<file path="src/rtl/cache_line_writeback.sv">
// Cache write-back path: captures a dirty victim line in one cycle and
// streams it to memory one word per acknowledged beat.
module cache_line_writeback #(
  parameter int WORD_SIZE      = 32,
  parameter int WORDS_PER_LINE = 8,
  parameter int LINE_BITS      = $clog2(WORDS_PER_LINE),
  parameter int BYTE_BITS      = 2
) (
  input  logic                                clk,
  input  logic                                clr,
  input  logic                                start,
  input  logic [31:0]                         line_addr,
  input  logic [WORD_SIZE*WORDS_PER_LINE-1:0] line_data,
  input  logic                                mem_ack,
  output logic                                mem_we,
  output logic [31:0]                         mem_addr,
  output logic [WORD_SIZE-1:0]                mem_data,
  output logic                                busy,
  output logic                                done
);

  localparam int N   = WORDS_PER_LINE;
  localparam int OFF = LINE_BITS + BYTE_BITS;

  typedef enum logic [1:0] {
    IDLE,
    WRITE,
    DONE
  } state_t;

  state_t                 state_q;
  logic [LINE_BITS-1:0]   cnt_q;
  logic [LINE_BITS-1:0]   cnt_d;
  logic [31:0]            base_q;
  logic [31:0]            base_d;
  logic [31:0]            addr_d;
  logic                   last;
  logic [WORD_SIZE-1:0]   buf_q [N];

  assign cnt_d  = cnt_q + LINE_BITS'(1);
  assign last   = (cnt_q == LINE_BITS'(N - 1));
  assign base_d = {line_addr[31:OFF], {OFF{1'b0}}};
  // Offset stays inside the line, so the add never carries past base.
  assign addr_d = base_q + 32'({cnt_d, {BYTE_BITS{1'b0}}});

  always_ff @(posedge clk) begin
    if (state_q == IDLE && start) begin
      for (int i = 0; i < N; i++) begin
        buf_q[i] <= line_data[WORD_SIZE*i +: WORD_SIZE];
      end
    end
  end

  always_ff @(posedge clk or posedge clr) begin
    if (clr) begin
      state_q  <= IDLE;
      cnt_q    <= '0;
      base_q   <= '0;
      mem_we   <= 1'b0;
      busy     <= 1'b0;
      done     <= 1'b0;
      mem_addr <= '0;
      mem_data <= '0;
    end else begin
      unique case (state_q)
        IDLE: begin
          if (start) begin
            state_q  <= WRITE;
            cnt_q    <= '0;
            base_q   <= base_d;
            mem_we   <= 1'b1;
            busy     <= 1'b1;
            mem_addr <= base_d;
            mem_data <= line_data[WORD_SIZE-1:0];
          end
        end
        WRITE: begin
          if (mem_ack) begin
            if (last) begin
              state_q  <= DONE;
              cnt_q    <= '0;
              mem_we   <= 1'b0;
              busy     <= 1'b0;
              done     <= 1'b1;
              mem_addr <= '0;
              mem_data <= '0;
            end else begin
              cnt_q    <= cnt_d;
              mem_addr <= addr_d;
              mem_data <= buf_q[cnt_d];
            end
          end
        end
        DONE: begin
          state_q <= IDLE;
          done    <= 1'b0;
        end
        default: begin
          state_q <= IDLE;
        end
      endcase
    end
  end

endmodule

</file>
<file path="config.mk">
export PLATFORM = sky130hd
export DESIGN_NAME = cache_line_writeback
export DESIGN_NICKNAME = d
export VERILOG_FILES = /design/src/rtl/cache_line_writeback.sv
export SDC_FILE = /design/constraint.sdc
export NUM_CORES = 1
export LEC_CHECK = 0
export ABC_AREA = 1
export CAP_MARGIN = 5
export CELL_PAD_IN_SITES_DETAIL_PLACEMENT = 0
export CELL_PAD_IN_SITES_GLOBAL_PLACEMENT = 1
export CORE_AREA = 2 2 203 205
export DETAILED_ROUTE_END_ITERATION = 8
export DIE_AREA = 0 0 205 207
export HOLD_SLACK_MARGIN = 0.02
export PLACE_DENSITY = 0.86
export SYNTH_ARGS = -nofsm -noshare
export SYNTH_HDL_FRONTEND = slang
export SYNTH_SLANG_ARGS = --single-unit
</file>
<file path="constraint.sdc">
create_clock -name clk -period 5.4 [get_ports clk]
set_clock_uncertainty 0.1 [all_clocks]
set_input_delay 0.81 -clock clk [delete_from_list [all_inputs] [get_ports clk]]
set_output_delay 0.81 -clock clk [all_outputs]
set_load 0.05 [all_outputs]
</file>
-- Word-level counts from Yosys, hierarchy flattened
Memories as Yosys holds them, arrays and structs flattened.
Cells that the tools add are included.
Widths: inputs -> output; s select.
- mux-type cells: 25
- add/subtract/negate cells: 2
- reductions and logical operators: 9
- equality and inequality tests: 6
- operators by type and width (operator ; number):
    $mux 32 ; 6
    $pmux 32 s2 ; 2
    $add 32x5->32 ; 1
    $mux 3 ; 3
    $reduce_and 3->1 ; 3
    $mux 1 ; 7
    $mux 2 ; 3
    $ne 2x2->1 const B ; 3
    $pmux 3 s2 ; 1
    $pmux 1 s2 ; 2
    $pmux 2 s2 ; 1
    $reduce_and 4->1 ; 1
    $reduce_bool 2->1 ; 2
    $add 3x1->3 const B ; 1
    $eq 3x3->1 const B ; 1
    $eq 2x1->1 const B ; 1
    $eq 2x2->1 const B ; 1
    $logic_not 2->1 ; 1
    $reduce_and 2->1 ; 1
    $logic_and 1x1->1 ; 1
- logic and storage cells: 50
- output and inout port bits: 67
- memory bits (writable): 256
- memories kept: 1
- register bits after elaboration: 98
- memory list (name ; words ; width ; read ports ; clocked after memory_dff ; write ports ; RTL line ; text):
    buf_q ; 8 ; 32 ; 1 ; 0 ; 8 ; 38 ; logic [WORD_SIZE-1:0] buf_q [N];

-- Logic depth before layout (Yosys ltp)
Gate-level depths: netlist (run 1).
- word-level depth: 5
- gate-level depth with buffers: 10

-- Worst setup path before layout (run 1)
No wires, ideal clock.
- kind: input to register
- from: input port start
- to: memory buf_q[0][0], enable pin
- library setup time: 0.506 ns
- data arrival time: 4.065 ns
- buffers on the path: 1
- slack: 0.728 ns
- cell stages on the path: 3
- path through: nand3_4 -> inv_2 -> buf_2
- RTL lines (item ; RTL line ; text):
    from (decl) ; 11 ; input logic start,
    to (decl) ; 38 ;

==> summary.md, run 1 <==
| Metric | Value |
|---|---|
| PwrDens | approximately 570 mW/mm2 |
| Synth Register Bits | 349 |
| Die area | 0.04244 mm2 |
| Largest net degree at the start of global routing | 115 |
| Overflow after GRT | 0 |
| Routed vias | 10900 |
| Final TNS setup | 0 ns |
| Worst setup SP type | flop |
| CP max FO | 56 |
| RSZ-0062 raised after global routing | false |
| Vias per cell | 4.636 |
| DRC | 0 |
| Fillers | 3626 |
| Core Area | 0.04037 mm2 |
| Post-synth EDFFs | 256 |
| Fin crit share | 0.6085 |
| Yosys warns | 0 |
| Vias in the first global route | 10841 |
| DRT iter0 DRCs | approximately 840 |
| Setup repair bufs after CTS | 0 |
| Worst path required time | between 4 and 5 ns |
| Nets | 2083 |
| Yosys cell types | 29 |
| Multi-input gate area | 0.003669 mm2 |
| Most frequent cell after synthesis | nand2_1 |
| Critical path's slowest cell | clkdlybuf4s50_1 |
| DP HPWL | 27210 um |
| Slew margin rel. | 0.2427 |
| Pins over their slew limit | 0 |
| First drt pass iteration count | 6 |
| H-tree depth | 2 |
| Initial antenna violation count | 4 |
| Endpoints failing hold | 0 |
| Input/output buffers | 351 |
| Met1 Resource Use GR | 0.2652 |
| Hold Crit Class | flop to flop |
| CTS tree | done |
| Yosys top cell area share | 0.5071 |
| Worst-Skew Late Latency | 0.54 ns |
| CP delay by family, top | buffers and inverters |
| Critical Path End Type | output pin |
| Worst-case clock buffer depth | 3 |
| P_leak | 8.596 nW |
| Ratio of cells with drive above 1 in the final layout | 0.07603 |
| Post-synth top cells | nand2_1 (436), edfxtp_1 (256), inv_1 (255) |
| Ports | 359 |
| Peak VDD IR | 622.1 uV |
| Placement Setup Slack | 1.694 ns |
| DRT Wirelength | ~41000 um |
| Total track usage | 0.1956 |
| Max Clock Freq | between 300 and 400 MHz |
| Clock root buffer | clkbuf_16 |
| Top cells by area, synth | edfxtp_1 (51%), dfrtp_1 (15%), nand2_1 (11%) |
| First-pass GRT wire length | roughly 63000 um |
| Critical path cell sequence | clkdlybuf4s50_1 |
| Routability Congestion | a little under 0.8 |
| Routed WL per cell | 17.56 um |
| Seq. cell area | 0.01002 mm2 |
| Grt peak-use layer | met2 |
| Post_cts resized | 0 |
| WS Path Type | flop to output pin |
| Final Util | 0.4994 |
| Worst-Margin Slew | 1.135 ns |
| Met3 Usage GRT | 0.03367 |
| Fin worst setup slack | 2.114 ns |
| DRT antenna net count | 0 |
| Final worst path period need | around 3.3 ns |
| Syn avg cell area | 10.38 um2 |
| Sequential element share of the synthesized area | 0.6606 |
| Cell count after synthesis | approximately 1500 |
| CP peak stage delay | 0.94 ns |
| Max-cap viol count | 0 |
| Area Growth Syn to Fin | 32.98% |
| Most used DFF post-synth | edfxtp_1 |
| # rows | 74 |
| Worst EP arrival | 2.38 ns |
| Post-synth top area cell | edfxtp_1 |
| Post-Syn Area | 0.01516 mm2 |
| Die width | 205 um |
| Num CTS Buffers | 38 |
| Post-synth ARST share | 0.2665 |
| Worst-path clk slew | 0.06 ns |
| Vert. Die Dim | between 200 and 250 um |
| Starting Density | 0.3756 |
| Sink Count | 349 |
| CTS Hold Bufs | 0 |
| CP Buf/Inv Count | 1 |
| Status | complete, no violations |
| Setup violations, final | 0 |
| GR Util met2 | 0.3094 |
-- final timing paths --
check	slack [ns]	cells after the start	startpoint	end
min in group asynchronous	0.70	2	clr	mem_addr[13]
setup reg to reg	2.38	7	cnt_q[0]	mem_data[4]
hold / removal	0.39	2	mem_addr[20]	mem_addr[20]
setup / recovery	2.11	1	cnt_q[0]	mem_addr[2]
hold reg to reg	0.39	2	mem_addr[20]	mem_addr[20]
max in group asynchronous	3.51	3	clr	base_q[29]
-- cell type report --
class	instances	area share
Timing Repair Buffer	363	0.1794
Tap cell	532	0.03302
Clock inverter	17	0.006827
Inverter	259	0.04897
Antenna cell	4	0.0004965
Multi-Input combinational cell	777	0.1820
Clock buffer	50	0.05244
Sequential cell	349	0.4969
-- cell families after synthesis --
family                   Yosys count  share of synthesized area
buffers and inverters            335                    0.09870
AO/OA/AOI/OAI                     91                    0.04820
adder cells (fa/ha/maj)            3                   0.002476
flip-flops                       349                     0.6606
other                              1                  0.0002473
AND/OR/NAND/NOR                  681                     0.1898
-- state kept, by name, indices dropped and copies added (netlist names) --
signal,flops
base_q,27
mem_addr,28
done,1
state_q,2
mem_data,32
busy,1
buf_q,256
cnt_q,2
-- layer usage --
layer  part of all wire  vias up
met5                  0        -
met1               0.43     5131
li1                   -     5327
met2               0.47      361
met3              0.066       81
met4              0.034        0
-- power by group --
group	internal [W]	leakage [nW]	total [W]	switching, W
Sequential	0.00350	3.42	0.00378	0.000277
Combinational	0.00163	4.59	0.00517	0.00355
Clock	0.00147	0.589	0.00252	0.00105
Total	0.00660	8.60	0.0115	0.00487
-- layout by cell type, fill, tap and decap left out, types with 5 or more instances in the layout --
cell type / n
nor2_1: 36
nand2_1: 436
nand2_2: 11
clkbuf_1: 7
a21oi_2: 28
clkinv_2: 5
o211ai_2: 20
nand3_1: 193
o211ai_1: 6
edfxtp_1: 256
dfrtp_1: 92
inv_1: 252
clkbuf_16: 39
buf_4: 11
o21ai_0: 23
o21ai_1: 8
clkinv_1: 8
clkdlybuf4s50_1: 351
-- through the flow --
stage / std cells / hold WS, ns / area (um2) / total power (W)
3_5_place_dp: 2280 / 0.3767 / 18960 / 0.009059
5_1_grt: 2351 / 0.4190 / 20160 / 0.01218
4_1_cts: 2347 / 0.3957 / 20150 / 0.01161
3_3_place_gp: 2280 / 0.3700 / 18960 / 0.008965
6_report: 2351 / 0.3938 / 20160 / 0.01148
2_1_floorplan: 1461 / 0.3497 / 15160 / 0.007468
-- tightest hold or removal path, stage by stage, from the launching register on --
cell and delay, ns:
dfrtp_1 0.34, nand2_1 0.07, o211ai_2 0.05
No activity file was read; power rests on OpenSTA's default activity.
==> run 2, diff against run 1 <==
--- a/config.mk
+++ b/config.mk
@@ -9,11 +9,11 @@
 export CAP_MARGIN = 5
 export CELL_PAD_IN_SITES_DETAIL_PLACEMENT = 0
 export CELL_PAD_IN_SITES_GLOBAL_PLACEMENT = 1
-export CORE_AREA = 2 2 203 205
+export CORE_AREA = 2 2 212 214
 export DETAILED_ROUTE_END_ITERATION = 8
-export DIE_AREA = 0 0 205 207
+export DIE_AREA = 0 0 214 216
 export HOLD_SLACK_MARGIN = 0.02
-export PLACE_DENSITY = 0.86
+export PLACE_DENSITY = 0.83
 export SYNTH_ARGS = -nofsm -noshare
 export SYNTH_HDL_FRONTEND = slang
 export SYNTH_SLANG_ARGS = --single-unit
==> constraint.sdc (replaced) <==
create_clock -name clk -period 3 [get_ports clk]
set_clock_uncertainty 0.1 [all_clocks]
set_input_delay 0.45 -clock clk [delete_from_list [all_inputs] [get_ports clk]]
set_output_delay 0.45 -clock clk [all_outputs]
set_load 0.05 [all_outputs]
==> summary.md, run 2 (synthesized netlist as in run 1, its figures left out) <==
| Metric | Value |
|---|---|
| Most frequent cells in the layout | nand2_1 (436), clkdlybuf4s50_1 (351), edfxtp_1 (256) |
| Commonest non-fill, non-tap cell in the layout | nand2_1 |
| Area Growth Syn to Fin | 35.15% |
| Die width | 214 um (+4.4%) |
| Worst-Skew Late Latency | 0.54 ns (about the same) |
| CP Buf/Inv Count | 1 (unchanged) |
| Routed vias | 11085 (+1.7%) |
| Ratio of cells with drive above 1 in the final layout | 0.08311 (+0.007072) |
| First drt pass iteration count | 5 (-1) |
| Post_cts resized | 0 (unchanged) |
| Num CTS Buffers | 39 (+2.6%) |
| CP peak stage delay | 0.86 ns (-0.08 ns) |
| Peak VDD IR | 625.9 uV (+0.60%) |
| Critical path's slowest cell | clkdlybuf4s50_1 |
| H-tree depth | 2 (unchanged) |
| Total track usage | 0.1833 (-0.01232) |
| DP HPWL | 28660 um (+5.3%) |
| Placement Setup Slack | 0.6768 ns (-1.017 ns) |
| Switching power total | 0.008845 W (+81%) |
| DRT iter0 DRCs | 796 (-4.7%) |
| Routed WL per cell | 17.40 um (-0.91%) |
| DRC | 0 (unchanged) |
| Setup repair bufs after CTS | 0 (unchanged) |
| Critical Path End Type | output pin |
| PwrDens | 1032 mW/mm2 (+81%) |
| Fillers | 4021 (+11%) |
| Vias in the first global route | 11044 (+1.9%) |
| Pins over their slew limit | 0 (unchanged) |
| Fin crit share | 0.8073 |
| R2R cell count | 7 (unchanged) |
| Logic gate share of total power | 0.460 (+0.009) |
| Setup violations, final | 0 (unchanged) |
| Ports | 359 (unchanged) |
| Final TNS setup | 0 ns (unchanged) |
| Overflow after GRT | 0 (unchanged) |
| Worst Setup SP | cnt_q[0] |
| Worst-Margin Slew | 0.7849 ns (-0.3498 ns) |
| Worst EP arrival | 1.87 ns (-0.51 ns) |
| RSZ-0062 raised after global routing | false |
| CP delay by family, top | buffers and inverters |
| Clock root buffer | clkbuf_16 |
| Initial antenna violation count | 5 (+1) |
| DRT antenna net count | 0 (unchanged) |
| Fin worst setup slack | 0.5781 ns (-1.536 ns) |
| Worst-case clock buffer depth | 3 (unchanged) |
| Status | complete, no violations |
| Hold Crit Class | input port to async pin |
| Largest registers | buf_q (256), mem_data (32), mem_addr (28) |
| CTS tree | done |
| Final worst path period need | 2.422 ns |
| Endpoints failing hold | 0 (unchanged) |
| WS Path Type | flop to output pin |
| Worst path required time | 2.45 ns (-2.04 ns) |
| Input/output buffers | 351 (unchanged) |
| Core Area | 0.04384 mm2 (+8.6%) |
| # rows | 77 (+4.1%) |
| Vias per cell | 4.575 (-1.3%) |
| Max FFs per register | 256 (unchanged) |
| First-pass GRT wire length | 64470 um (+2.6%) |
| Nets | 2097 (+0.67%) |
| Die area | 0.04622 mm2 (+8.9%) |
| Max Clock Freq | between 400 and 500 MHz |
| Vert. Die Dim | 216 um (+4.3%) |
| End of the worst register-to-register path | mem_data[20] |
| Critical path cell sequence | clkdlybuf4s50_1 |
| Slew margin rel. | 0.4767 (+0.2340) |
| CP max FO | 5 (-91%) |
| Power share of the clock group | 0.223 (+0.003) |
| Top reg by flops | buf_q |
| Max-cap viol count | 0 (unchanged) |
| Reg2reg start | cnt_q[0] |
| Sequential Power Share | 0.316 (-0.014) |
| P_leak | 8.720 nW (+1.4%) |
| CTS Hold Bufs | 0 (unchanged) |
| Routability Congestion | 0.7852 (-0.29%) |
| Pint | 0.01230 W (+86%) |
| Worst-path clk slew | 0.06 ns (about the same) |
| Worst setup SP type | flop |
| Largest net degree at the start of global routing | 69 (-40%) |
| Starting Density | 0.3459 (-0.02970) |
| Reg2Reg Setup Slack | 0.76 ns (-1.62 ns) |
| Sw Share | 0.4183 (-0.006346) |
| DRT Wirelength | 42170 um (+2.1%) |
| Sink Count | 349 (unchanged) |
## run 2: cell types whose count changed in the layout (fill, tap and decap cells not counted), sizes merged
cell / change
buf: +13
bufinv: +1
clkbuf: +4
clkinv: -4
diode: -2
## run 2: final cells by class
type                            instances  area [um2]  share of cell area
Sequential cell                       349       10020              0.4889
Multi-Input combinational cell        777        3669              0.1790
Timing Repair Buffer                  376        3814              0.1861
Clock inverter                         14       141.4            0.006900
Antenna cell                            2       5.005           0.0002443
Inverter                              259       987.2             0.04818
Clock buffer                           54        1115             0.05441
Tap cell                              592       740.7             0.03615
## run 2: worst max-delay path by stage
stage / slack, ns / cells after the start / to
detailed placement: 0.68 / 5 / mem_addr[5]
finish: 0.58 / 1 / mem_addr[2]
global placement: 0.68 / 4 / buf_q[3][5]
CTS: 0.54 / 1 / mem_addr[2]
floorplan: 0.03 / 1 / base_q[10]
global route: 0.50 / 1 / mem_data[31]
## run 2: metal layers
layer	vias to the layer above	GRT usage	wire length, um
met3	68	0.05271	3267
met4	6	0.05781	1045
met1	5264	0.2407	17890
met2	389	0.2933	19930
met5	-	0	40
li1	5358	-	-
## run 2: per-stage QoR
stage               utilization  area (um2)  std cells  hold slack, ns  total power [W]
floorplan                     -       15170       1461          0.3497          0.01340
global placement         0.4386       19230       2353          0.3686          0.01650
detailed placement       0.4386       19230       2353          0.3728          0.01667
CTS                      0.4673       20480       2421          0.1379          0.02146
global route             0.4674       20490       2422          0.1581          0.02254
finish                   0.4674       20490       2423          0.1435          0.02114
## run 2: power groups by stage
stage / Clock [W] / Combinational, W / Sequential, W
3_5_place_dp: 0 / 0.00989 / 0.00679
6_report: 0.00472 / 0.00973 / 0.00669
5_1_grt: 0.00505 / 0.0107 / 0.00680
3_3_place_gp: 0 / 0.00975 / 0.00675
2_1_floorplan: 0 / 0.00522 / 0.00817
4_1_cts: 0.00485 / 0.00991 / 0.00670
==> run 3, diff against run 2 <==
==> constraint.sdc (replaced) <==
create_clock -name clk -period 2.2 [get_ports clk]
set_clock_uncertainty 0.1 [all_clocks]
set_input_delay 0.33 -clock clk [delete_from_list [all_inputs] [get_ports clk]]
set_output_delay 0.33 -clock clk [all_outputs]
set_load 0.05 [all_outputs]
==> summary.md, run 3 (synthesized netlist as in run 1, its figures left out) <==
| Metric | Value |
|---|---|
| Worst-case clock buffer depth | 3 (unchanged) |
| Num CTS Buffers | 39 (unchanged) |
| Vert. Die Dim | 216 um (unchanged) |
| Top reg by flops | buf_q |
| Core Area | 0.04384 mm2 (unchanged) |
| Max FFs per register | 256 (unchanged) |
| CP delay by family, top | buffers and inverters |
| Vias per cell | 4.564 (-0.23%) |
| Input/output buffers | 351 (unchanged) |
| Sink Count | 349 (unchanged) |
| R2R cell count | 6 (-1) |
| PwrDens | 1400 mW/mm2 (+36%) |
| Vias in the first global route | 11138 (+0.85%) |
| CTS tree | done |
| Largest net degree at the start of global routing | 77 (+12%) |
| CP Capture Point | mem_data[28] |
| Clock root buffer | clkbuf_16 |
| DRT Wirelength | 43030 um (+2.0%) |
| # rows | 77 (unchanged) |
| Die width | 214 um (unchanged) |
| First-pass GRT wire length | 65610 um (+1.8%) |
| First drt pass iteration count | 5 (unchanged) |
| Placement Setup Slack | 0.09987 ns (-0.5769 ns) |
| Worst Setup SP | mem_data[28] |
| Fin worst setup slack | 0.03659 ns (-0.5416 ns) |
| DRT iter0 DRCs | 817 (+2.6%) |
| Final TNS setup | 0 ns (unchanged) |
| Worst-path clk slew | 0.06 ns (about the same) |
| Commonest non-fill, non-tap cell in the layout | nand2_1 |
| Slew margin rel. | 0.6066 (+0.1299) |
| Setup violations, final | 0 (unchanged) |
| Largest registers | buf_q (256), mem_data (32), mem_addr (28) |
| CP Buf/Inv Count | 1 (unchanged) |
| Max Clock Freq | around 460 MHz |
| CTS Hold Bufs | 0 (unchanged) |
| Die area | 0.04622 mm2 (unchanged) |
| Pins over their slew limit | 0 (unchanged) |
| Peak VDD IR | 796.5 uV (+27%) |
| DRT antenna net count | 0 (unchanged) |
| Worst path required time | 1.77 ns (-0.68 ns) |
| P_leak | 8.918 nW (+2.3%) |
| Crit. path cell count | 1 (unchanged) |
| Overflow after GRT | 0 (unchanged) |
| Critical path's slowest cell | clkdlybuf4s50_1 |
| Starting Density | 0.3459 (unchanged) |
| Worst setup SP type | flop |
| Nets | 2103 (+0.29%) |
| Initial antenna violation count | 6 (+1) |
| H-tree depth | 2 (unchanged) |
| Worst-Skew Late Latency | 0.55 ns (about the same) |
| Placed cell area | 0.01935 mm2 (+0.63%) |
| Hold Crit Class | input port to async pin |
| RSZ-0062 raised after global routing | false |
| End of the worst register-to-register path | mem_data[28] |
| DRC | 0 (unchanged) |
| Area Growth Syn to Fin | 35.60% |
| Ports | 359 (unchanged) |
| Fillers | 4032 (+0.27%) |
| Reg2reg start | cnt_q[0] |
| Max-cap viol count | 0 (unchanged) |
| CP max FO | 2 (-3) |
| Worst-Margin Slew | 0.5925 ns (-0.1924 ns) |
| Reg2Reg Setup Slack | 0.15 ns (-0.61 ns) |
| Status | complete, no violations |
| Fin crit share | 0.9834 |
| Most frequent cells in the layout | nand2_1 (436), clkdlybuf4s50_1 (309), edfxtp_1 (256) |
| Final worst path period need | 2.163 ns |
| Routed WL per cell | 17.70 um (+1.7%) |
| Critical Path End Type | output pin |
| WS Path Type | flop to output pin |
| Routed vias | 11096 (+0.099%) |
| Ratio of cells with drive above 1 in the final layout | 0.08615 (+0.003045) |
| Critical path cell sequence | clkdlybuf4s50_1 |
| Worst EP arrival | 1.73 ns (-0.14 ns) |
| Routability Congestion | 0.8058 (+2.6%) |
| Endpoints failing hold | 0 (unchanged) |
| DP HPWL | 29330 um (+2.4%) |
| Total track usage | 0.1852 (+0.001879) |
| CP peak stage delay | 0.84 ns (-0.02 ns) |
| Final non-filler cell area | 0.02056 mm2 (+0.34%) |
==> run 3: through the flow <==
stage          power, W    util  hold slack (ns)  instances
3_5_place_dp    0.02300  0.4414           0.3762       2359
6_report        0.02878  0.4690           0.1575       2431
2_1_floorplan   0.01826       -           0.3289       1461
4_1_cts         0.02912  0.4678           0.1533       2426
3_3_place_gp    0.02277  0.4414           0.3668       2359
5_1_grt         0.03054  0.4690           0.1899       2431
==> run 3: worst min-delay path by stage <==
stage	startpoint	to	slack (ns)
final	clr	mem_addr[12]	0.16
after global routing	clr	mem_addr[12]	0.19
after CTS	clr	mem_addr[15]	0.15
after detailed placement	base_q[9]	base_q[9]	0.38
after global placement	base_q[9]	base_q[9]	0.37
after floorplan	line_data[0]	buf_q[0][0]	0.33
==> run 3: final cells by class <==
cell class              count  area, um2  share of cell area
clock inverters            13      115.1            0.005599
well taps                 592      740.7             0.03603
multi-input cells         777       3669              0.1784
diodes                      5      12.51           0.0006086
flip-flops and latches    349      10020              0.4873
repair buffers            382       3951              0.1922
clock buffers              54       1064             0.05173
inverters                 259      988.4             0.04808
==> run 3: timing repair <==
item	CTS	global route
buffers inserted	0	0
endpoints found under the setup margin	22	16
gates resized for setup	22	16
endpoints found under the hold margin	0	0
==> run 3: layer usage <==
layer  routed length, um  track usage
met2               19990       0.2962
met4                1362      0.06876
met5                  18            0
met1               18820       0.2470
met3                2836      0.04101
==> run 3: where the power goes <==
group | switching [W] | internal, W | total [W]
Clock | 0.00258 | 0.00360 | 0.00618
Sequential | 0.000521 | 0.00860 | 0.00912
Combinational | 0.00906 | 0.00442 | 0.0135
Total | 0.0122 | 0.0166 | 0.0288
